**src/rtl/alu_mc.sv**
```systemverilog
// Multi-cycle ALU: single-cycle logic/arithmetic ops plus an iterative shift-add MUL,
// with a registered result, flags and a start/busy/done handshake.
module alu_mc #(
    parameter int WIDTH = 8
) (
    input  logic             clk,
    input  logic             rst,
    input  logic             start,
    input  logic [2:0]       opcode,
    input  logic [WIDTH-1:0] a,
    input  logic [WIDTH-1:0] b,
    output logic             busy,
    output logic             done,
    output logic [WIDTH-1:0] res,
    output logic             zero_flag,
    output logic             overflow_flag,
    output logic             carry_flag,
    output logic             negative_flag
);
    localparam int CW = $clog2(WIDTH + 1);
    localparam logic [CW-1:0] LAST = CW'(WIDTH - 1);

    typedef enum logic {IDLE, MUL} state_t;

    typedef struct packed {
        logic zero;
        logic ovf;
        logic carry;
        logic neg;
    } flags_t;

    state_t             state, state_n;
    logic [2*WIDTH-1:0] mcand, mcand_n, acc, acc_n, acc_add;
    logic [WIDTH-1:0]   mplier, mplier_n, res_q, res_n, r;
    logic [CW-1:0]      cnt, cnt_n;
    flags_t             flags_q, flags_n;
    logic               done_q, done_n, load, c, o;
    logic [WIDTH:0]     sum, diff;

    always_comb begin
        state_n  = state;
        mcand_n  = mcand;
        mplier_n = mplier;
        acc_n    = acc;
        cnt_n    = cnt;
        res_n    = res_q;
        flags_n  = flags_q;
        done_n   = 1'b0;
        load     = 1'b0;
        r        = '0;
        c        = 1'b0;
        o        = 1'b0;
        sum      = {1'b0, a} + {1'b0, b};
        diff     = {1'b0, a} - {1'b0, b};
        acc_add  = acc + (mplier[0] ? mcand : '0);

        case (state)
            IDLE: begin
                if (start) begin
                    if (opcode == 3'b110) begin
                        mcand_n  = {{WIDTH{1'b0}}, a};
                        mplier_n = b;
                        acc_n    = '0;
                        cnt_n    = '0;
                        state_n  = MUL;
                    end else begin
                        load = 1'b1;
                        case (opcode)
                            3'b000: begin
                                r = sum[WIDTH-1:0];
                                c = sum[WIDTH];
                                o = (a[WIDTH-1] == b[WIDTH-1]) && (r[WIDTH-1] != a[WIDTH-1]);
                            end
                            3'b001: r = a & b;
                            3'b010: r = ~a;
                            3'b011: begin
                                // borrow out of the extended subtraction means a < b unsigned
                                r = diff[WIDTH-1:0];
                                c = diff[WIDTH];
                                o = (a[WIDTH-1] != b[WIDTH-1]) && (r[WIDTH-1] != a[WIDTH-1]);
                            end
                            3'b100:  r = a | b;
                            3'b101:  r = a ^ b;
                            default: r = '0;
                        endcase
                    end
                end
            end
            MUL: begin
                acc_n    = acc_add;
                mcand_n  = mcand << 1;
                mplier_n = mplier >> 1;
                cnt_n    = cnt + 1'b1;
                if (cnt == LAST) begin
                    load    = 1'b1;
                    r       = acc_add[WIDTH-1:0];
                    o       = |acc_add[2*WIDTH-1:WIDTH];
                    state_n = IDLE;
                end
            end
            default: state_n = IDLE;
        endcase

        if (load) begin
            res_n   = r;
            flags_n = '{zero: (r == '0), ovf: o, carry: c, neg: r[WIDTH-1]};
            done_n  = 1'b1;
        end
    end

    always_ff @(posedge clk) begin
        if (rst) begin
            state   <= IDLE;
            mcand   <= '0;
            mplier  <= '0;
            acc     <= '0;
            cnt     <= '0;
            res_q   <= '0;
            flags_q <= '0;
            done_q  <= 1'b0;
        end else begin
            state   <= state_n;
            mcand   <= mcand_n;
            mplier  <= mplier_n;
            acc     <= acc_n;
            cnt     <= cnt_n;
            res_q   <= res_n;
            flags_q <= flags_n;
            done_q  <= done_n;
        end
    end

    assign busy          = (state == MUL);
    assign done          = done_q;
    assign res           = res_q;
    assign zero_flag     = flags_q.zero;
    assign overflow_flag = flags_q.ovf;
    assign carry_flag    = flags_q.carry;
    assign negative_flag = flags_q.neg;
endmodule

```
**config.mk**
```make
export PLATFORM = sky130hd
export DESIGN_NAME = alu_mc
export DESIGN_NICKNAME = d
export VERILOG_FILES = /design/src/rtl/alu_mc.sv
export SDC_FILE = /design/constraint.sdc
export NUM_CORES = 1
export LEC_CHECK = 0
export BUFFER_PORTS_ARGS = -buffer_cell sky130_fd_sc_hd__buf_2
export CORE_MARGIN = 2
export CORE_UTILIZATION = 44
export CTS_BUF_LIST = sky130_fd_sc_hd__clkbuf_16
export CTS_CLUSTER_SIZE = 25
export DETAILED_ROUTE_END_ITERATION = 8
export RECOVER_POWER = 25
export SETUP_SLACK_MARGIN = 0.5
export SYNTH_ARGS = -nofsm -noshare
export SYNTH_HDL_FRONTEND = slang
export SYNTH_SLANG_ARGS = --single-unit
```
**constraint.sdc**
```tcl
create_clock -name clk -period 2.7 [get_ports clk]
set_input_delay 0.54 -clock clk [delete_from_list [all_inputs] [get_ports clk]]
set_output_delay 0.54 -clock clk [all_outputs]
set_load 0.05 [all_outputs]
```
==> impl_metrics.env, run 1 <==
export IMPL_placement_io_buffers=35
export IMPL_drt_iter0_markers=287
export IMPL_max_freq_ghz=0.372
export IMPL_rows=35
export IMPL_cts_buffers_inserted=9
export IMPL_diodes=0
export IMPL_synth_commonest_cells="93 x nor2_1, 57 x dfxtp_1, 51 x nand2_1"
export IMPL_power_density_nw_per_um2=412
export IMPL_synth_most_common_cell="nor2_1"
export IMPL_met2_length_um=6050
export IMPL_synth_seq_area_share_pct=26.8
export IMPL_ys_types=63
export IMPL_synth_top_family_by_area="compound AO/OA/AOI/OAI gates"
export IMPL_fin_skew_ns=0.00349
export IMPL_endpoint_kind="flop"
export IMPL_hold_path_end="res[4]$_SDFFE_PP0P_"
export IMPL_utilization_pct=61.7
export IMPL_synth_edff_count=0
export IMPL_worst_pin_slew_ns=0.932
export IMPL_arrival_ns=2.91
export IMPL_ioPinCount=36
export IMPL_dr_wl_met3_um=560
export IMPL_synth_area_per_cell_um2=7.61
export IMPL_grt_pass1_wl_um=21100
export IMPL_hold_path_class="flop to flop"
export IMPL_grt_setup_unrepaired="yes"
export IMPL_cp_required_ns=2.92
export IMPL_vias_per_cell=5.64
export IMPL_numClockSinks=57
export IMPL_placedCellCount=747
export IMPL_fin_area_um2=5760
export IMPL_min_period_over_period_pct=99.7
export IMPL_gp_congestion=0.920
export IMPL_met1_length_um=6410
export IMPL_stdcell_count=777
export IMPL_path_class="flop to flop"
export IMPL_areaGrowthSynthToFinish_pct=35.2
export IMPL_vias=4381
export IMPL_worstSkewPairLatency_ns=0.32
export IMPL_synth_area_mux_share_pct=1.56
export IMPL_period_needed_ns=2.69
export IMPL_synth_adder_area_share_pct=13.2
export IMPL_p_leak_nw=2.39
export IMPL_ctsHoldBuffers=0
export IMPL_synth_nets=624
export IMPL_ctsLongestPathBuffers=2
export IMPL_maxSlewHeadroom_pct=37.8
export IMPL_grt_max_degree=44
export IMPL_first_pass_iters=5
export IMPL_final_hold_worst_slack_ns=0.455
export IMPL_grt_overflow_total=0
export IMPL_slew_viol_final=0
export IMPL_cts_tree="done"
export IMPL_fin_ws_ns=0.00875
export IMPL_max_cap_viol_count=0
export IMPL_placed_area_um2=5040
export IMPL_core_area_um2=9330
export IMPL_crit_path_start_kind="flop"
export IMPL_fill_cells=868
export IMPL_outcome="finished clean"
export IMPL_drc=0
export IMPL_synth_top_area_share_pct=26.8
export IMPL_ys_warn_count=0
export IMPL_crit_fanout=10
export IMPL_antenna_found_initial=0
export IMPL_finalHoldViolCount=0
export IMPL_top_layer_used="met4"
export IMPL_grtUsageTotal_pct=26.0
export IMPL_reg2reg_from="mplier[0]$_SDFFE_PP0P_"
export IMPL_clock_tree_root_cell="clkbuf_16"
export IMPL_r2r_setup_slack_ns=0.009
export IMPL_min_from="res[4]$_SDFFE_PP0P_"
export IMPL_async_reset_ff_share_pct=0
export IMPL_worst_ir_drop_vdd_v=0.000277
export IMPL_synthSimpleGateAreaFrac_pct=22.8
export IMPL_clkTransAtPathRegs_ns=0.05
export IMPL_drive_gt1_share_pct=28.7
export IMPL_synth_area_leader_cell="dfxtp_1"
export IMPL_r2r_cells=11
export IMPL_ys_top_cells_by_area="dfxtp_1 27%, ha_1 12%, nor2_1 8.2%, a21oi_1 5.9%, nand2_1 4.5%"
export IMPL_pre_cts_ws_ns=-0.142
export IMPL_grt_pass1_vias=4175
export IMPL_layout_nets=709
export IMPL_netlist_area_um2=4260
export IMPL_initial_core_util_pct=45.6
export IMPL_synth_xor_area_share_pct=4.32
export IMPL_ant_nets=0
export IMPL_synth_main_ff_cell="dfxtp_1"
export IMPL_min_path_cells=2
export IMPL_wl_per_cell_um=16.9
export IMPL_synth_compound_area_share_pct=26.0
export IMPL_place_hpwl_um=9590
export IMPL_r2r_end="overflow_flag$_SDFFE_PP0P_"
export IMPL_ys_ff_latch=57
export IMPL_htree_levels=3
export IMPL_die_h_um=102
export IMPL_die_w_um=102
export IMPL_setup_viol=0
export IMPL_wl_um=13100
export IMPL_dieArea_um2=10500
export IMPL_syn_inst=559
## worst max-delay path: stages, from the launching register on
cell	delay, ns
dfxtp_4	0.38
and2_4	0.17
ha_4	0.15
fa_2	0.35
a21o_1	0.20
a21oi_2	0.16
a21boi_1	0.11
nor3_2	0.25
o21ai_2	0.12
a2111oi_4	0.33
nand4b_1	0.16
a31o_1	0.20
## worst max-delay path by stage
stage / from / to / slack [ns] / cells after the start
floorplan: a[0] / zero_flag$_SDFFE_PP0P_ / 0.21 / 10
global placement: a[0] / zero_flag$_SDFFE_PP0P_ / -0.09 / 11
detailed placement: a[0] / zero_flag$_SDFFE_PP0P_ / -0.14 / 11
CTS: mplier[0]$_SDFFE_PP0P_ / overflow_flag$_SDFFE_PP0P_ / 0.02 / 11
global route: mplier[0]$_SDFFE_PP0P_ / overflow_flag$_SDFFE_PP0P_ / -0.15 / 11
finish: mplier[0]$_SDFFE_PP0P_ / overflow_flag$_SDFFE_PP0P_ / 0.009 / 11
## layer usage
layer	track usage (%)	up-vias
li1	-	2158
met1	36.5	2102
met2	42.1	111
met3	4.17	10
met4	5.54	0
met5	0	-
## repair_timing
| item | 4_1_cts | 5_1_grt |
|---|---|---|
| pin swaps | 23 | 20 |
| gates resized for setup | 21 | 46 |
| setup endpoints to repair | 16 | 17 |
| buffers inserted | 11 | 4 |
| cloned | 0 | 0 |
## placed cells by master (no fill, tap or decap), types with 15 or more instances in the layout
cell type  netlist  routed
o21ai_0         19      15
buf_4            1      66
and2_1          19      16
dfxtp_1         57      55
a21oi_1         50      40
inv_1           28      19
nand2_1         51      50
nor2_1          93      92
buf_2            1      19
clkbuf_1        28      16
ha_1            40      24
## power breakdown
| group | switching, mW | leakage, nW | internal [mW] |
|---|---|---|---|
| combinational | 0.316 | 1.80 | 0.196 |
| sequential | 0.0141 | 0.463 | 0.861 |
| clock | 0.384 | 0.127 | 0.599 |
| total | 0.714 | 2.39 | 1.66 |
## through the flow
| stage | power (mW) | setup TNS [ns] |
|---|---|---|
| 4_1_cts | 2.35 | 0 |
| 2_1_floorplan | 1.21 | 0 |
| 3_3_place_gp | 1.35 | -0.133 |
| 6_report | 2.37 | 0 |
| 5_1_grt | 2.47 | -0.272 |
| 3_5_place_dp | 1.36 | -0.204 |
## cells by family after synthesis
| group | after synthesis |
|---|---|
| XOR/XNOR | 21 |
| adder cells (fa/ha/maj) | 43 |
| AO/OA/AOI/OAI | 159 |
| multiplexers | 5 |
| AND/OR/NAND/NOR | 215 |
| buffers and inverters | 59 |
| flip-flops | 57 |
## registers in the layout, indices dropped and copies added, names as in the netlist
| name | count |
|---|---|
| carry_flag | 1 |
| res | 8 |
| zero_flag | 1 |
| busy | 1 |
| acc | 16 |
| done | 1 |
| mplier | 8 |
| cnt | 4 |
| overflow_flag | 1 |
| mcand | 16 |
## area by class of cell
type                    instances  area, µm²  share of cell area [%]
clock inverters                 6       26.3                   0.457
repair buffers                105        699                    12.2
inverters                      28        110                    1.91
flip-flops and latches         57       1150                    19.9
clock buffers                   9        225                    3.91
well taps                     129        161                    2.80
multi-input cells             443       3390                    58.8
(Power assumes the default switching activity.)
==> inputs of run 2 (changes only) <==
--- a/config.mk
+++ b/config.mk
@@ -5,6 +5,7 @@
 export SDC_FILE = /design/constraint.sdc
 export NUM_CORES = 1
 export LEC_CHECK = 0
+export ABC_AREA = 1
 export BUFFER_PORTS_ARGS = -buffer_cell sky130_fd_sc_hd__buf_2
 export CORE_MARGIN = 2
 export CORE_UTILIZATION = 44
==> impl_metrics.env, run 2 <==
export IMPL_ctsHoldBuffers=0
export IMPL_dieArea_um2=11000
export IMPL_cp_endpoint="overflow_flag$_SDFFE_PP0P_"
export IMPL_drive_gt1_share_pct=21.9
export IMPL_p_total_mw=2.61
export IMPL_p_leak_nw=2.66
export IMPL_grt_setup_unrepaired="yes"
export IMPL_outcome="finished clean"
export IMPL_die_w_um=105
export IMPL_grt_pass1_wl_um=23000
export IMPL_crit_family="simple AND/OR/NAND/NOR gates"
export IMPL_fill_cells=1003
export IMPL_ioPinCount=36
export IMPL_synth_edff_count=0
export IMPL_numClockSinks=57
export IMPL_grtUsageTotal_pct=26.4
export IMPL_ys_ff_latch=57
export IMPL_vias=4877
export IMPL_ctsLongestPathBuffers=2
export IMPL_cp_required_ns=2.89
export IMPL_cp_num_buf_inv=3
export IMPL_stdcell_count=908
export IMPL_r2r_cells=16
export IMPL_initial_core_util_pct=45.4
export IMPL_rows=36
export IMPL_final_cell_mix="226 x nand2_1, 79 x inv_1, 56 x dfxtp_1, 50 x nor2_1, 48 x a21oi_1"
export IMPL_synth_area_leader_cell="dfxtp_1"
export IMPL_r2r_setup_slack_ns=0.50
export IMPL_crit_fanout=8
export IMPL_htree_levels=3
export IMPL_antenna_found_initial=0
export IMPL_drt_iter0_markers=392
export IMPL_netlist_area_um2=4460
export IMPL_synth_seq_area_share_pct=25.6
export IMPL_worstSkewPairLatency_ns=0.33
export IMPL_syn_inst=725
export IMPL_core_area_um2=9820
export IMPL_grt_overflow_total=0
export IMPL_crit_path_start_kind="flop"
export IMPL_period_needed_ns=2.20
export IMPL_ys_top_cells_by_area="dfxtp_1 26%, nand2_1 21%, ha_1 11%, a21oi_1 7.6%, inv_1 7.4%"
export IMPL_hold_path_class="flop to flop"
export IMPL_cts_buffers_inserted=9
export IMPL_worst_pin_slew_ns=0.770
export IMPL_die_h_um=105
export IMPL_crit_top_cell="nand2_1"
export IMPL_max_freq_ghz=0.454
export IMPL_areaGrowthSynthToFinish_pct=28.8
export IMPL_diodes=0
export IMPL_placedCellCount=877
export IMPL_place_hpwl_um=10200
export IMPL_clkTransAtPathRegs_ns=0.06
export IMPL_r2r_end="overflow_flag$_SDFFE_PP0P_"
export IMPL_synth_most_common_cell="nand2_1"
export IMPL_synth_main_ff_cell="dfxtp_1"
export IMPL_async_reset_ff_share_pct=0
export IMPL_fin_skew_ns=0.0120
export IMPL_reg_top3="acc x16, mcand x16"
export IMPL_synth_commonest_cells="244 x nand2_1, 88 x inv_1, 68 x a21oi_1"
export IMPL_ant_nets=0
export IMPL_setup_viol=0
export IMPL_drc=0
export IMPL_layout_nets=835
export IMPL_synth_area_per_cell_um2=6.15
export IMPL_finalHoldViolCount=0
export IMPL_placement_io_buffers=35
export IMPL_gp_congestion=0.935
export IMPL_synth_nets=790
export IMPL_clock_tree_root_cell="clkbuf_16"
export IMPL_wl_per_cell_um=16.2
export IMPL_min_period_over_period_pct=81.7
export IMPL_synth_top_area_share_pct=25.6
export IMPL_crit_start="mplier[0]$_SDFFE_PP0P_"
export IMPL_wl_um=14700
export IMPL_cpPeakStageDelay_ns=0.42
export IMPL_maxSlewHeadroom_pct=48.6
export IMPL_mostFrequentLayoutCell="nand2_1"
export IMPL_worst_ir_drop_vdd_v=0.000375
export IMPL_max_cap_viol_count=0
export IMPL_arrival_ns=2.40
export IMPL_endpoint_kind="flop"
export IMPL_first_pass_iters=5
export IMPL_grt_max_degree=48
export IMPL_power_density_nw_per_um2=455
export IMPL_ys_types=34
export IMPL_grt_pass1_vias=4462
export IMPL_path_cells="buf_8 -> nand2_1 -> inv_1 -> ha_4 -> a21oi_2 -> inv_1 -> nor2_1 -> nand2_2 -> nand2_1 -> nand3b_1 -> nand2_1 -> nand2_1 -> nor2_1 -> nand2_1 -> nand2_1 -> a21oi_2"
export IMPL_reg2reg_from="mplier[0]$_SDFFE_PP0P_"
export IMPL_cts_tree="done"
export IMPL_crit_slowest_cell="dfxtp_4"
export IMPL_cp_num_cells=16
export IMPL_slew_viol_final=0
export IMPL_ys_warn_count=0
export IMPL_path_class="flop to flop"
export IMPL_vias_per_cell=5.37
## run 2: tightest hold or removal path, cell delays in order, from the launching register on
cell and delay [ns]:
dfxtp_1 0.31, nand2_1 0.06, a21oi_1 0.06
## run 2: metal layers
metal	track usage [%]	wire (µm)	vias up
met2	40.0	6510	175
met4	6.29	170	0
met1	39.3	7070	2260
li1	-	-	2427
met5	0	0	-
met3	3.74	960	15
## run 2: report_power, final
part / leakage, nW / switching, mW / internal, mW
clock: 0.156 / 0.455 / 0.816
combinational: 2.04 / 0.323 / 0.149
sequential: 0.462 / 0.0130 / 0.859
## run 2: metrics by stage
step           utilization (%)  setup WS, ns  area, µm²  hold slack, ns  TNS [ns]
3_3_place_gp              48.5        0.0216       4770           0.454         0
6_report                  58.5         0.495       5750           0.468         0
5_1_grt                   58.5         0.360       5750           0.488         0
4_1_cts                   53.8         0.501       5280           0.470         0
2_1_floorplan                -         0.534       4460           0.441         0
3_5_place_dp              48.5       -0.0243       4770           0.462   -0.0243
## run 2: how the worst min path moves through the flow
stage | startpoint | cells after the start | to
after detailed placement | mplier[1]$_SDFFE_PP0P_ | 2 | mplier[1]$_SDFFE_PP0P_
after global placement | mplier[7]$_SDFFE_PP0P_ | 2 | mplier[7]$_SDFFE_PP0P_
final | mplier[5]$_SDFFE_PP0P_ | 2 | mplier[5]$_SDFFE_PP0P_
after floorplan | mcand[15]$_SDFFE_PP0P_ | 2 | mcand[15]$_SDFFE_PP0P_
after CTS | mplier[1]$_SDFFE_PP0P_ | 2 | mplier[1]$_SDFFE_PP0P_
after global routing | mplier[1]$_SDFFE_PP0P_ | 2 | mplier[1]$_SDFFE_PP0P_
## run 2: cell type report
type,count,area [µm²],share of cell area (%)
clock buffer,9,225,3.92
timing repair buffer,57,360,6.27
tap,133,166,2.90
multi-input combinational,551,3390,59.1
inverter,94,353,6.14
clock inverter,7,103,1.79
sequential,57,1140,19.9
## run 2: cell families after synthesis
family,synth area share [%]
AOI/OAI and AO/OA,13.4
xor gates and xnor gates,1.77
adders and majority gates,12.6
DFF,25.6
buffers and inverters,10.2
and+or+nand+nor,36.5
## run 2: what timing repair did
action / 4_1_cts / 5_1_grt
pin swaps: 10 / 27
hold endpoints to repair: 0 / 0
resized for setup: 38 / 100
endpoints found under the setup margin: 20 / 10
setup buffers: 7 / 8
